### src/rtl/pipe_pkg.sv
// Shared constants and helpers for the valid/allow_in pipeline chain.
// Imported by pipe_stage and pipe_chain.
package pipe_pkg;

  localparam int STAGES_MAX = 8;
  localparam int DEF_WIDTH  = 64;

  function automatic int occ_w(input int n);
    return $clog2(n + 1);
  endfunction

endpackage

### src/rtl/pipe_stage.sv
// One pipeline stage: valid bit, payload register and handshake logic.
// Flush kills the stage regardless of its own stall.
module pipe_stage
  import pipe_pkg::*;
#(
  parameter int WIDTH = DEF_WIDTH
) (
  input  logic             clk,
  input  logic             reset,
  input  logic             prev_valid,
  input  logic [WIDTH-1:0] prev_bus,
  input  logic             stall,
  input  logic             flush,
  input  logic             next_allow_in,
  output logic             allow_in,
  output logic             to_next_valid,
  output logic             valid,
  output logic [WIDTH-1:0] bus
);

  logic ready_go;

  assign ready_go      = ~stall;
  assign allow_in      = ~valid | (ready_go & next_allow_in);
  assign to_next_valid = valid & ready_go;

  always_ff @(posedge clk or posedge reset) begin
    if (reset) begin
      valid <= 1'b0;
      bus   <= '0;
    end else if (flush) begin
      valid <= 1'b0;
    end else if (allow_in) begin
      valid <= prev_valid;
      if (prev_valid) bus <= prev_bus;
    end
  end

endmodule

### src/rtl/pipe_chain.sv
// Parameterised valid/allow_in pipeline of STAGES pipe_stage instances
// with per-stage stall and range flush (stages 0..highest flush bit).
module pipe_chain
  import pipe_pkg::*;
#(
  parameter int STAGES = 5,
  parameter int WIDTH  = DEF_WIDTH
) (
  input  logic                      clk,
  input  logic                      reset,
  input  logic                      in_valid,
  output logic                      in_allow_in,
  input  logic [WIDTH-1:0]          in_bus,
  input  logic [STAGES-1:0]         stall,
  input  logic [STAGES-1:0]         flush,
  output logic                      out_valid,
  input  logic                      out_allow_in,
  output logic [WIDTH-1:0]          out_bus,
  output logic [STAGES-1:0]         stage_valid,
  output logic [STAGES*WIDTH-1:0]   stage_bus,
  output logic [occ_w(STAGES)-1:0]  occupancy
);

  localparam int OW = occ_w(STAGES);

  logic [STAGES:0]               allow;
  logic [STAGES-1:0]             tnv;
  logic [STAGES-1:0]             pv;
  logic [STAGES-1:0]             kill;
  logic [STAGES-1:0][WIDTH-1:0]  pbus;
  logic [STAGES-1:0][WIDTH-1:0]  bus_q;

  // Suffix-OR: every stage at or below the highest flush bit is killed.
  always_comb begin
    kill = '0;
    kill[STAGES-1] = flush[STAGES-1];
    for (int i = STAGES - 2; i >= 0; i--) begin
      kill[i] = kill[i+1] | flush[i];
    end
  end

  assign allow[STAGES] = out_allow_in;
  assign pv[0]         = in_valid & ~kill[0];
  assign pbus[0]       = in_bus;

  for (genvar i = 1; i < STAGES; i++) begin : g_link
    assign pv[i]   = tnv[i-1] & ~kill[i-1];
    assign pbus[i] = bus_q[i-1];
  end

  for (genvar i = 0; i < STAGES; i++) begin : g_stage
    pipe_stage #(
      .WIDTH(WIDTH)
    ) u_stage (
      .clk           (clk),
      .reset         (reset),
      .prev_valid    (pv[i]),
      .prev_bus      (pbus[i]),
      .stall         (stall[i]),
      .flush         (kill[i]),
      .next_allow_in (allow[i+1]),
      .allow_in      (allow[i]),
      .to_next_valid (tnv[i]),
      .valid         (stage_valid[i]),
      .bus           (bus_q[i])
    );
  end

  assign in_allow_in = allow[0];
  assign out_valid   = tnv[STAGES-1];
  assign out_bus     = bus_q[STAGES-1];
  assign stage_bus   = bus_q;

  always_comb begin
    occupancy = '0;
    for (int i = 0; i < STAGES; i++) begin
      occupancy = occupancy + OW'(stage_valid[i]);
    end
  end

endmodule

### config.mk
export PLATFORM = sky130hd
export DESIGN_NAME = pipe_chain
export DESIGN_NICKNAME = d
export VERILOG_FILES = /design/src/rtl/pipe_pkg.sv /design/src/rtl/pipe_stage.sv /design/src/rtl/pipe_chain.sv
export SDC_FILE = /design/constraint.sdc
export NUM_CORES = 1
export LEC_CHECK = 0
export CAP_MARGIN = 25
export CORE_ASPECT_RATIO = 1.1
export CORE_MARGIN = 4
export CORE_UTILIZATION = 40
export CTS_BUF_LIST = sky130_fd_sc_hd__clkbuf_8
export DETAILED_ROUTE_END_ITERATION = 7
export PLACE_DENSITY = 0.73
export SYNTH_ARGS = -nofsm -noshare
export SYNTH_HDL_FRONTEND = slang
export SYNTH_SLANG_ARGS = --single-unit
export TNS_END_PERCENT = 100
### constraint.sdc
create_clock -name clk -period 13.54 [get_ports clk]
set_input_delay 3.385 -clock clk [delete_from_list [all_inputs] [get_ports clk]]
set_output_delay 3.385 -clock clk [all_outputs]
set_load 0.05 [all_outputs]
==> results list, run 1 <==
* Die Area: 0.0358 sq mm
- Number of flops mapped to enable cells by yosys: 0
- After synthesis, the netlist uses 35 different library cells.
- Outcome: completed
- Setup Viol. Count Final: 0
- Warnings, synthesis: 0
- The first global-routing pass estimated 53,900 um of wire.
- Static timing analysis puts the maximum clock frequency at 108 MHz.
- CTS built an H-tree with a depth of 2.
* Initial core utilization: 0.406
* Mean area per synthesized cell: 16.7 sq um
* Setup repair after global routing missed its margin: no
- Remaining design rule violation count: 0
- During placement, the flow inserted port buffers numbering ~470.
- Hold repair after CTS inserted 0 buffers.
* Most common cell after layout, fill and taps aside: sky130_fd_sc_hd__clkdlybuf4s50_1
- The net count of the finished layout is between 1,000 and 1,500.
- Of the cells placed in the final design, the portion with a size suffix greater than 1 is 0.333.
* Weighted congestion at the end of routability-driven global placement: 0.809
- CTS tree: yes
- Max Buffers Root-to-Sink: 3
* Lkg Pwr: 8.73 nW
- The tightest min-delay check is of the flip-flop to flip-flop type.
- After the first detailed-routing iteration, the DRC count stood at 259.
* Share of synthesized area occupied by flip-flops and latches: 0.619
- Number of global-route vias before repair: 8,597
* Ratio of routed vias to standard cells: 4.80
- The clock net in this run drives a total of 325 sinks.
- The tree is rooted in a sky130_fd_sc_hd__clkbuf_8.
- The final layout contains routed wiring with a total length of 35,700 um.
- Number of diodes: 0
* Pin count of the biggest net entering global routing: 137
- From bottom edge to top edge, the die measures 198 um.
- Setup skew after layout: 0.0180 ns
- Global routing met1 resource utilization: 0.237
- Setup CP Type: input pin to output pin
- Detail-routed net length per standard cell: between 20 and 25 um
* Arrival time of data at the critical path endpoint: 5.86 ns
* Overall track demand over capacity in global routing: 0.192
- In the layout the commonest cells are 471 x sky130_fd_sc_hd__clkdlybuf4s50_1, 325 x sky130_fd_sc_hd__dfrtp_1, 254 x sky130_fd_sc_hd__mux2_2.
- In this run the worst path has a maximum fanout of 4.
- Register clock-pin slew on the reported worst setup and hold paths: 0.06 ns
* Total nets after synthesis: around 870
- Synth Instances: 785
- Once the clock tree was built, the setup fixing pass inserted 0 buffers.
* Setup TNS after final layout: 0 ns
- Number of max-slew violations in the final report: 0
- Headroom to the max-slew limit came out at 0.325.
- For this block, the via count after detailed routing is 8,104.
- In this run the cell area of the synthesized design comes to 0.0131 sq mm.
* Count of nets left with antenna violations after detail routing: 0
- Once layout is done, the placed cells without fillers occupy about 0.019 sq mm.
* Synthesized flop and latch total: 325
- The first detailed-routing pass took 4 iterations.
- Number of antenna violations at the first check in global routing: 0
* Worst hold slack across all endpoints: 0.521 ns
* Global-route track usage on met2: 0.330
- Area of the placeable core: 0.0324 sq mm
- Clock latency on the worst-skew pair: 0.57 ns
- The initialized floorplan defines 69 standard-cell rows.
- At the pin with the least slew margin, the transition time is 1.01 ns.
* Post-CTS resize count: 0
* Final critical-path required period: 9.25 ns
- Half-perimeter wire length after placement: 25,400 um
- TritonCTS buffer count: 53
- around 470 I/O pins were placed.
* Crit. End Element: output pin
- In the synthesized netlist the dominant register cell turns out to be sky130_fd_sc_hd__dfrtp_1.
- Die boundary width: 181 um
- For this run, global-route usage on met3 was measured as 0.0498.
- Share of the cycle needed by the critical path after routing: 0.683
- For the worst setup path, the data required time is between 10 and 15 ns.
- For this run, asynchronously set or reset flops after synthesis account for 1.00.
- Total congestion overflow: 0
- Total power draw: 0.00232 W
- Across the run, the number of max-cap violations was 0.
- Count of endpoints failing hold in the final timing report: 0
* Signed area change from the synthesized netlist to the final layout: 43.6%
- The worst setup path is launched from an input pin.
* Cell Pwr Density: 123 mW/mm^2
- Cell Area, Placed: 0.0177 sq mm
- After global routing, the most crowded layer is met2.
* VDD IR max: between 0.09 and 0.1 mV
==> power by group <==
group | internal [W] | switching, W
registers | 0.00102 | 0.0000427
clock network | 0.000505 | 0.000383
logic | 0.000135 | 0.000233
total | 0.00166 | 0.000658
==> worst paths after layout <==
check	start	end	slack [ns]	cells past startpoint
min in group asynchronous	reset	g_stage[4].u_stage.bus[37]	3.12	2
max in group asynchronous	reset	g_stage[2].u_stage.bus[4]	8.27	6
setup / recovery	out_allow_in	in_allow_in	4.29	6
hold / removal	g_stage[0].u_stage.bus[7]	g_stage[0].u_stage.bus[7]	0.52	1
hold reg to reg	g_stage[0].u_stage.bus[7]	g_stage[0].u_stage.bus[7]	0.52	1
setup reg to reg	g_stage[4].u_stage.valid	g_stage[1].u_stage.bus[62]	10.50	5
==> critical path, cell delays in order <==
cell,delay (ns)
sky130_fd_sc_hd__clkdlybuf4s50_1,0.54
sky130_fd_sc_hd__nand2b_4,0.09
sky130_fd_sc_hd__a2111oi_4,0.51
sky130_fd_sc_hd__nor3_2,0.18
sky130_fd_sc_hd__o21ai_0,0.24
sky130_fd_sc_hd__clkdlybuf4s50_1,0.91
==> stage by stage <==
stage	cells	utilization	worst slack (ns)
2_1_floorplan	785	-	1.16
3_3_place_gp	1587	0.545	4.32
3_5_place_dp	1589	0.546	4.31
4_1_cts	1685	0.581	4.28
5_1_grt	1687	0.583	4.14
6_report	1687	0.583	4.29
==> cell families after synthesis <==
| group | Yosys count | synth area share |
|---|---|---|
| mux | 321 | 0.292 |
| fa+ha+maj | 3 | 0.00400 |
| simple gates | 18 | 0.0118 |
| compound gates | 13 | 0.00819 |
| buf+inv | 105 | 0.0648 |
| flops | 325 | 0.619 |
==> metal layers <==
metal	part of all wire	vias to the layer above
li1	-	3567
met2	0.52	273
met5	0	-
met3	0.058	67
met1	0.39	4197
met4	0.033	0
==> flip-flops by register name, indices dropped and copies added (netlist names) <==
name and count:
g_stage.u_stage.bus 320, g_stage.u_stage.valid 5
==> cells in the mapped netlist (2+ instances only) <==
cell | instances | area, sq um
sky130_fd_sc_hd__dfrtp_1 | 325 | 8130
sky130_fd_sc_hd__mux2_2 | 254 | 2860
sky130_fd_sc_hd__buf_4 | 70 | 526
sky130_fd_sc_hd__mux2_4 | 60 | 901
sky130_fd_sc_hd__buf_2 | 11 | 55.1
sky130_fd_sc_hd__buf_6 | 11 | 124
sky130_fd_sc_hd__buf_12 | 6 | 120
sky130_fd_sc_hd__mux2_1 | 6 | 67.6
sky130_fd_sc_hd__nor2_1 | 6 | 22.5
sky130_fd_sc_hd__inv_1 | 4 | 15.0
sky130_fd_sc_hd__o21ai_0 | 4 | 20.0
sky130_fd_sc_hd__a21oi_1 | 2 | 10.0
sky130_fd_sc_hd__clkbuf_1 | 2 | 7.51
sky130_fd_sc_hd__fa_1 | 2 | 40.0
sky130_fd_sc_hd__nor2_8 | 2 | 40.0
==> layout make-up <==
type / count / area, sq um
fillers: 2580 / 13500
flip-flops and latches: 325 / 8130
repair buffers: 481 / 4850
multi-input cells: 355 / 4180
clock buffers: 71 / 977
well taps: 426 / 533
clock inverters: 25 / 164
inverters: 4 / 22.5
Power figures use the tool's default switching activity.
==> run 2, diff against run 1 <==
--- a/config.mk
+++ b/config.mk
@@ -11,7 +11,7 @@
 export CORE_UTILIZATION = 40
 export CTS_BUF_LIST = sky130_fd_sc_hd__clkbuf_8
 export DETAILED_ROUTE_END_ITERATION = 7
-export PLACE_DENSITY = 0.73
+export PLACE_DENSITY = 0.76
 export SYNTH_ARGS = -nofsm -noshare
 export SYNTH_HDL_FRONTEND = slang
 export SYNTH_SLANG_ARGS = --single-unit
==> constraint.sdc (replaced) <==
create_clock -name clk -period 7.8 [get_ports clk]
set_input_delay 1.95 -clock clk [delete_from_list [all_inputs] [get_ports clk]]
set_output_delay 1.95 -clock clk [all_outputs]
set_load 0.05 [all_outputs]
==> run 2 against run 1 <==
  * Non-clock buffer count stayed put
  * Via count hardly changed
  * First-iteration DRC count is 4.2% higher
  * Largest cell class unchanged
==> results list, run 2 (synthesis results as in run 1) <==
* Max-slew headroom at the worst pin: 0.386 (+0.0609)
- Post-placement worst setup slack: 1.54 ns (-2.77 ns)
- Detail-routed net length per standard cell: 21.2 um (+0.25%)
- Clock latency on the worst-skew pair: 0.59 ns (+0.02 ns)
- The internal power came to 0.00285 W (+72%).
- Port-buffer cells: 471 (unchanged)
- Area of all sequential standard cells: 0.00813 sq mm (unchanged)
- Max FFs per register: 320 (unchanged)
* Final critical-path required period: ~6.3 ns
- The CTS buffer count was 54 (+1.9%).
- Number of global-route vias before repair: 8,686 (+1.0%)
- The die area is 0.0358 sq mm (unchanged).
* Final net count: 1,302 (+0.077%)
- Multi-input combinational cell area: 0.00418 sq mm (unchanged)
- The count of nets left with antenna violations after detail routing was 0 (unchanged).
- Post-CTS resize count: 0 (unchanged)
* Number of hold buffers added after cts: 0 (unchanged)
* Global-route wire length before repair: 53,200 um (-1.3%)
- In the final layout, the registers with the most flip-flops are g_stage.u_stage.bus x320, g_stage.u_stage.valid x5.
- Layout cells sized above 1: 0.331 (-0.00212)
* Global routing met1 resource utilization: 0.227 (-0.0102)
- Required time at the endpoint of the critical path: 5.85 ns (-4.30 ns)
- The worst setup path is of the input pin to output pin kind.
* Cell Pwr Density: 212 mW/mm^2 (+73%)
- The share of power burned in the clock network is 0.379 (-0.004).
* Most common cell after layout, fill and taps aside: sky130_fd_sc_hd__clkdlybuf4s50_1
- Worst Tran Pin Value: 0.921 ns (-0.0913 ns)
* Post-CTS setup-driven buffer insertion count: 0 (unchanged)
- The net switching power is 0.00115 W (+75%).
* GR Layer Usage met3: 0.0480 (-0.00184)
- # Max-Cap Violations: 0 (unchanged)
* Largest reg by FF count: g_stage.u_stage.bus
- The number of H-tree levels is 2 (unchanged).
- Part of the power in combinational logic: 0.159 (about the same)
- Count of fill cells added during filler insertion: 2,551 (-1.1%)
* Std cell rows: 69 (unchanged)
* VDD IR max: 0.149 mV (+61%)
- Setup TNS after final layout: 0 ns (unchanged)
- Switching Fraction: 0.288 (+0.00415)
* Final worst-path setup slack: 1.53 ns (-2.76 ns)
- The worst setup path is launched from an input pin.
- The number of antenna violations at the first check in global routing came to 1 (+1).
- Total power draw: 0.00400 W (+73%)
- The layout-stage area growth over the synthesis result came to 43.6% (about the same).
- Top achievable clock speed: 160 MHz
- The number of detailed-routing iterations run before antenna repair is 4 (unchanged).
- The worst hold path depth came to 1 (unchanged).
- Number of cells in the design after placement: 1,587 (-0.13%)
- Drt first-iter violations: 270 (+4.2%)
* R2R cell count: 4 (-1)
* Total congestion overflow: 0 (unchanged)
* Remaining design rule violation count: 0 (unchanged)
- Count of endpoints failing hold in the final timing report: 0 (unchanged)
- Initial core utilization: 0.406 (unchanged)
- Final non-filler cell total: 1,687 (unchanged)
* Critical path peak fanout: 4 (unchanged)
* Register clock-pin slew on the reported worst setup and hold paths: 0.06 ns (about the same)
* Class of the tightest hold or removal check: flip-flop to flip-flop
* Overall track demand over capacity in global routing: 0.190 (-0.00232)
- Clock tree synthesis selected as its root buffer the cell sky130_fd_sc_hd__clkbuf_8.
- In the finished design, the share of the clock period the worst path needs comes to 0.803.
* Arrival time of data at the critical path endpoint: 4.32 ns (-1.54 ns)
* GRT Max-Usage Layer: met2
- The pin count of the biggest net entering global routing was 155 (+13%).
- I/O Pins: 472 (unchanged)
- Weighted congestion at the end of routability-driven global placement: 0.812 (+0.30%)
- The die outline height is 198 um (unchanged).
- The horizontal extent of the die was 181 um (unchanged).
* Number of max-slew violations in the final report: 0 (unchanged)
- The per-cell via count in the routed design is 4.80 (about the same).
- Setup Viol. Count Final: 0 (unchanged)
- Max Buffers Root-to-Sink: 3 (unchanged)
- Outcome: completed
- The leakage dissipation was 8.72 nW (-0.12%).
- TritonCTS built the clock tree.
- Setup repair after global routing left no endpoint under its margin.
* Global-route track usage on met2: 0.331 (+0.000694)
* Post-Route WL: 35,800 um (+0.25%)
- The via count of the routed design was 8,105 (+0.012%).
- The standard cell core area came to 0.0324 sq mm (unchanged).
- Leaving out fill and tap cells, the most frequent cells in the layout are 471 x sky130_fd_sc_hd__clkdlybuf4s50_1, 325 x sky130_fd_sc_hd__dfrtp_1, 254 x sky130_fd_sc_hd__mux2_2.
- Number of clock sinks seen by CTS: 325 (unchanged)
- The worst-case clock skew was 0.0209 ns (+0.00287 ns).
- Seq pwr share: 0.462 (+0.004)
- Half-perimeter wire length after placement: 25,400 um (about the same)
- Crit. End Element: output pin
==> run 2: cell types whose count changed in the layout (fill, tap and decap cells not counted), sizes merged <==
| cell | before | now |
|---|---|---|
| clkbuf | 71 | 68 |
| clkinv | 8 | 7 |
| clkinvlp | 2 | 4 |
| diode | 0 | 1 |
| inv | 17 | 18 |
==> run 2: cell type report <==
cell class / count / area share
Antenna cell: 1 / 0.000133
Clock buffer: 68 / 0.0496
Clock inverter: 27 / 0.00922
Inverter: 4 / 0.000995
Multi-Input combinational cell: 355 / 0.222
Sequential cell: 325 / 0.431
Tap cell: 426 / 0.0283
Timing Repair Buffer: 481 / 0.259
==> run 2: worst max-delay path, cell delays in order <==
cell and delay, ns:
sky130_fd_sc_hd__clkdlybuf4s50_1 0.52, sky130_fd_sc_hd__nand2b_4 0.09, sky130_fd_sc_hd__a2111oi_4 0.50, sky130_fd_sc_hd__nor3_2 0.17, sky130_fd_sc_hd__o21ai_0 0.23, sky130_fd_sc_hd__clkdlybuf4s50_1 0.85
==> run 2: through the flow <==
stage	cell area, sq um	hold WS (ns)	utilization
floorplan	13100	0.590	-
global placement	17600	0.500	0.545
detailed placement	17700	0.505	0.546
CTS	18800	0.523	0.580
global route	18900	0.542	0.583
finish	18900	0.521	0.583
==> run 2: final timing paths <==
path	startpoint	end	slack, ns
setup reg to reg	g_stage[4].u_stage.valid	g_stage[4].u_stage.bus[46]	5.19
hold / removal	g_stage[0].u_stage.bus[58]	g_stage[0].u_stage.bus[58]	0.52
max in group asynchronous	reset	g_stage[4].u_stage.bus[56]	4.98
hold reg to reg	g_stage[0].u_stage.bus[58]	g_stage[0].u_stage.bus[58]	0.52
setup / recovery	out_allow_in	in_allow_in	1.53
min in group asynchronous	reset	g_stage[4].u_stage.bus[22]	1.68
==> run 2: metal layers <==
layer / vias up / wire (um)
met4: 0 / 1180
met3: 70 / 2040
li1: 3569 / -
met1: 4182 / 13800
met2: 284 / 18700
met5: - / 0
==> run 2: power groups by stage <==
stage	registers [W]	clock network, W	logic (W)
global route	0.00186	0.00165	0.000661
finish	0.00185	0.00152	0.000637
CTS	0.00185	0.00157	0.000644
detailed placement	0.00188	0	0.000643
global placement	0.00187	0	0.000637
floorplan	0.00214	0	0.000105
==> run 3, diff against run 2 <==
--- a/config.mk
+++ b/config.mk
@@ -11,7 +11,7 @@
 export CORE_UTILIZATION = 40
 export CTS_BUF_LIST = sky130_fd_sc_hd__clkbuf_8
 export DETAILED_ROUTE_END_ITERATION = 7
-export PLACE_DENSITY = 0.76
+export PLACE_DENSITY = 0.73
 export SYNTH_ARGS = -nofsm -noshare
 export SYNTH_HDL_FRONTEND = slang
 export SYNTH_SLANG_ARGS = --single-unit
==> constraint.sdc (replaced) <==
create_clock -name clk -period 6 [get_ports clk]
set_input_delay 1.5 -clock clk [delete_from_list [all_inputs] [get_ports clk]]
set_output_delay 1.5 -clock clk [all_outputs]
set_load 0.05 [all_outputs]
==> run 3 against run 2 <==
  * Clock power is 29% higher
  * Setup slack worse by 1.0 ns
  * Non-clock buffer count stayed put
  * Highest routed layer unchanged
==> results list, run 3 (synthesis results as in run 1) <==
- Number of max-slew violations in the final report: 0 (unchanged)
* Post-CTS setup-driven buffer insertion count: 0 (unchanged)
- Setup CP Type: input pin to output pin
- The total global routing overflow came to 0 (unchanged).
- The leakage dissipation came to 8.73 nW (+0.10%).
- Die boundary width: 181 um (unchanged)
* Routed vias: 8,171 (+0.81%)
* CTS H-tree lvls: 2 (unchanged)
- Critical path peak fanout: 4 (unchanged)
- TritonCTS built the clock tree.
* Remaining design rule violation count: 0 (unchanged)
* Worst reg2reg startpoint: g_stage[4].u_stage.valid
- The worst setup path is captured at an output pin.
- Final net count: 1,302 (unchanged)
* Global-route wire length before repair: 54,200 um (+2.0%)
* Cell Pwr Density: 276 mW/mm^2 (+30%)
* Worst setup startpoint: stall[4]
- The share of final-layout standard cells stronger than drive strength 1 was 0.328 (-0.00289).
- The port buffer count is 471 (unchanged).
- Area of all sequential standard cells: 0.00813 sq mm (unchanged)
- The total negative setup slack came to 0 ns (unchanged).
- The met2 routing resource usage after global routing was 0.340 (+0.00888).
- The routability congestion estimate from global placement came to 0.793 (-2.3%).
* Count of fill cells added during filler insertion: 2,592 (+1.6%)
- The clock-pin slew on the worst setup and hold paths came to 0.06 ns (about the same).
* Cell occurring most often along the worst timing path: sky130_fd_sc_hd__clkdlybuf4s50_1
- The worst-case clock skew came to 0.0216 ns (+0.000738 ns).
- The routed length per placed instance is 21.4 um (+0.86%).
- Clock latency on the worst-skew pair: 0.59 ns (about the same)
* Final critical-path required period: about 5.5 ns
- GRT Max-Usage Layer: met2
- Count of nets left with antenna violations after detail routing: 0 (unchanged)
* Number of detailed-route iterations in the first pass: 4 (unchanged)
* Number of antenna violations at the first check in global routing: 2 (+1)
- The number of gates resized after cts was 0 (unchanged).
- Signed area change from the synthesized netlist to the final layout: 43.3%
- Global routing met1 resource utilization: 0.234 (+0.00654)
- Final core utilization: 0.582 (-0.00108)
- The die outline height came to 198 um (unchanged).
- The count of pins on the block boundary was 472 (unchanged).
- The final instance count without filler cells came to 1,693 (+0.36%).
- Worst Tran Pin Value: 1.06 ns (+0.139 ns)
- Setup repair after global routing left no endpoint under its margin.
* Pin count of the biggest net entering global routing: 137 (-12%)
- Critical Path Slowest Stage Cell: sky130_fd_sc_hd__clkdlybuf4s50_1
- Overall track demand over capacity in global routing: 0.195 (+0.00474)
* Number of clock sinks seen by CTS: 325 (unchanged)
- Crit-path cells: clkdlybuf4s50_1 -> nand2b_4 -> a2111oi_4 -> nor3_2 -> o21ai_0 -> clkdlybuf4s50_1
* Biggest regs: g_stage.u_stage.bus x320, g_stage.u_stage.valid x5
- The CTS buffer count is 54 (unchanged).
- Half-perimeter wire length after placement: 25,400 um (about the same)
* Required time at the endpoint of the critical path: 4.50 ns (-1.35 ns)
* Crit path max-delay family: buffers and inverters
* Hold path startpoint: g_stage[3].u_stage.bus[8]
- The critical path's largest stage delay came to 0.86 ns (about the same).
- Setup Viol. Count Final: 0 (unchanged)
* Max FFs per register: 320 (unchanged)
- Ratio of routed vias to standard cells: 4.83 (+0.46%)
- Post-Route WL: 36,200 um (+1.2%)
- Drt first-iter violations: 317 (+17%)
- In the finished design, the share of the clock period the worst path needs comes to 0.915.
- Clock tree root driver cell: sky130_fd_sc_hd__clkbuf_8
* Arrival time of data at the critical path endpoint: 3.99 ns (-0.33 ns)
- The tightest min-delay check is of the flip-flop to flip-flop type.
* Max Buffers Root-to-Sink: 3 (unchanged)
- Most common cell after layout, fill and taps aside: sky130_fd_sc_hd__clkdlybuf4s50_1
* Number of cells in the design after placement: 1,590 (+0.19%)
* Number of global-route vias before repair: 8,911 (+2.6%)
- # Max-Cap Violations: 0 (unchanged)
- Multi-input combinational cell area: 0.00418 sq mm (unchanged)
- The worst path buffer plus inverter count came to 2 (unchanged).
* VDD IR max: 0.218 mV (+47%)
* Type of origin of the critical path: input pin
- Die Area: 0.0358 sq mm (unchanged)
* Std cell rows: 69 (unchanged)
* Outcome: completed
- The library cells used most frequently in the layout, excluding fill and tap cells, are 471 x sky130_fd_sc_hd__clkdlybuf4s50_1, 325 x sky130_fd_sc_hd__dfrtp_1, 254 x sky130_fd_sc_hd__mux2_2.
* GR Layer Usage met3: 0.0513 (+0.00331)
* Area of the placeable core: 0.0324 sq mm (unchanged)
* Top achievable clock speed: 182 MHz
* Largest reg by FF count: g_stage.u_stage.bus
- Number of hold buffers added after cts: 0 (unchanged)
* Initial core utilization: 0.406 (unchanged)
* Max-slew headroom at the worst pin: 0.294 (-0.0926)
- Count of endpoints failing hold in the final timing report: 0 (unchanged)
run 3: worst paths after layout:
| kind | endpoint | slack [ns] | cells past startpoint |
|---|---|---|---|
| worst min register to register | g_stage[4].u_stage.bus[8] | 0.52 | 1 |
| worst max register to register | g_stage[0].u_stage.bus[42] | 3.46 | 5 |
| worst min-delay path | g_stage[4].u_stage.bus[8] | 0.52 | 1 |
| min in group asynchronous | g_stage[4].u_stage.bus[25] | 1.24 | 2 |
| max in group asynchronous | g_stage[0].u_stage.bus[61] | 3.72 | 3 |
| worst max-delay path | in_allow_in | 0.51 | 6 |
run 3: worst register-to-register path, cell delays in order, from the launching register on:
cell and delay (ns):
sky130_fd_sc_hd__dfrtp_1 0.54, sky130_fd_sc_hd__a2111oi_4 0.52, sky130_fd_sc_hd__o2111ai_2 0.21, sky130_fd_sc_hd__nand2_4 0.43
sky130_fd_sc_hd__buf_12 0.31, sky130_fd_sc_hd__mux2_2 0.40
run 3: area by class of cell:
cell class	count	area share
Inverter	4	0.000997
Multi-Input combinational cell	355	0.222
Clock inverter	31	0.00851
Tap cell	426	0.0283
Timing Repair Buffer	481	0.257
Clock buffer	69	0.0504
Sequential cell	325	0.432
Antenna cell	2	0.000266
run 3: where the power goes:
| part | internal, W | total (W) | leakage, nW | switching (W) |
|---|---|---|---|---|
| combinational | 0.000301 | 0.000835 | 3.63 | 0.000534 |
| clock | 0.00107 | 0.00196 | 0.647 | 0.000886 |
| sequential | 0.00230 | 0.00240 | 4.45 | 0.0000957 |
run 3: layer usage:
layer / part of all wire / wire length, um
met5: 0 / 0
met4: 0.032 / 1160
met3: 0.062 / 2250
met2: 0.52 / 18700
met1: 0.39 / 14100
run 3: per-stage QoR:
step	setup slack [ns]	cell area [sq um]	hold WS [ns]	total power, W
after floorplan	0.163	13100	0.590	0.00292
after global placement	0.577	17700	0.499	0.00326
after detailed placement	0.502	17700	0.510	0.00328
after CTS	0.491	18800	0.524	0.00527
after global routing	0.422	18800	0.546	0.00541
final	0.508	18800	0.516	0.00519
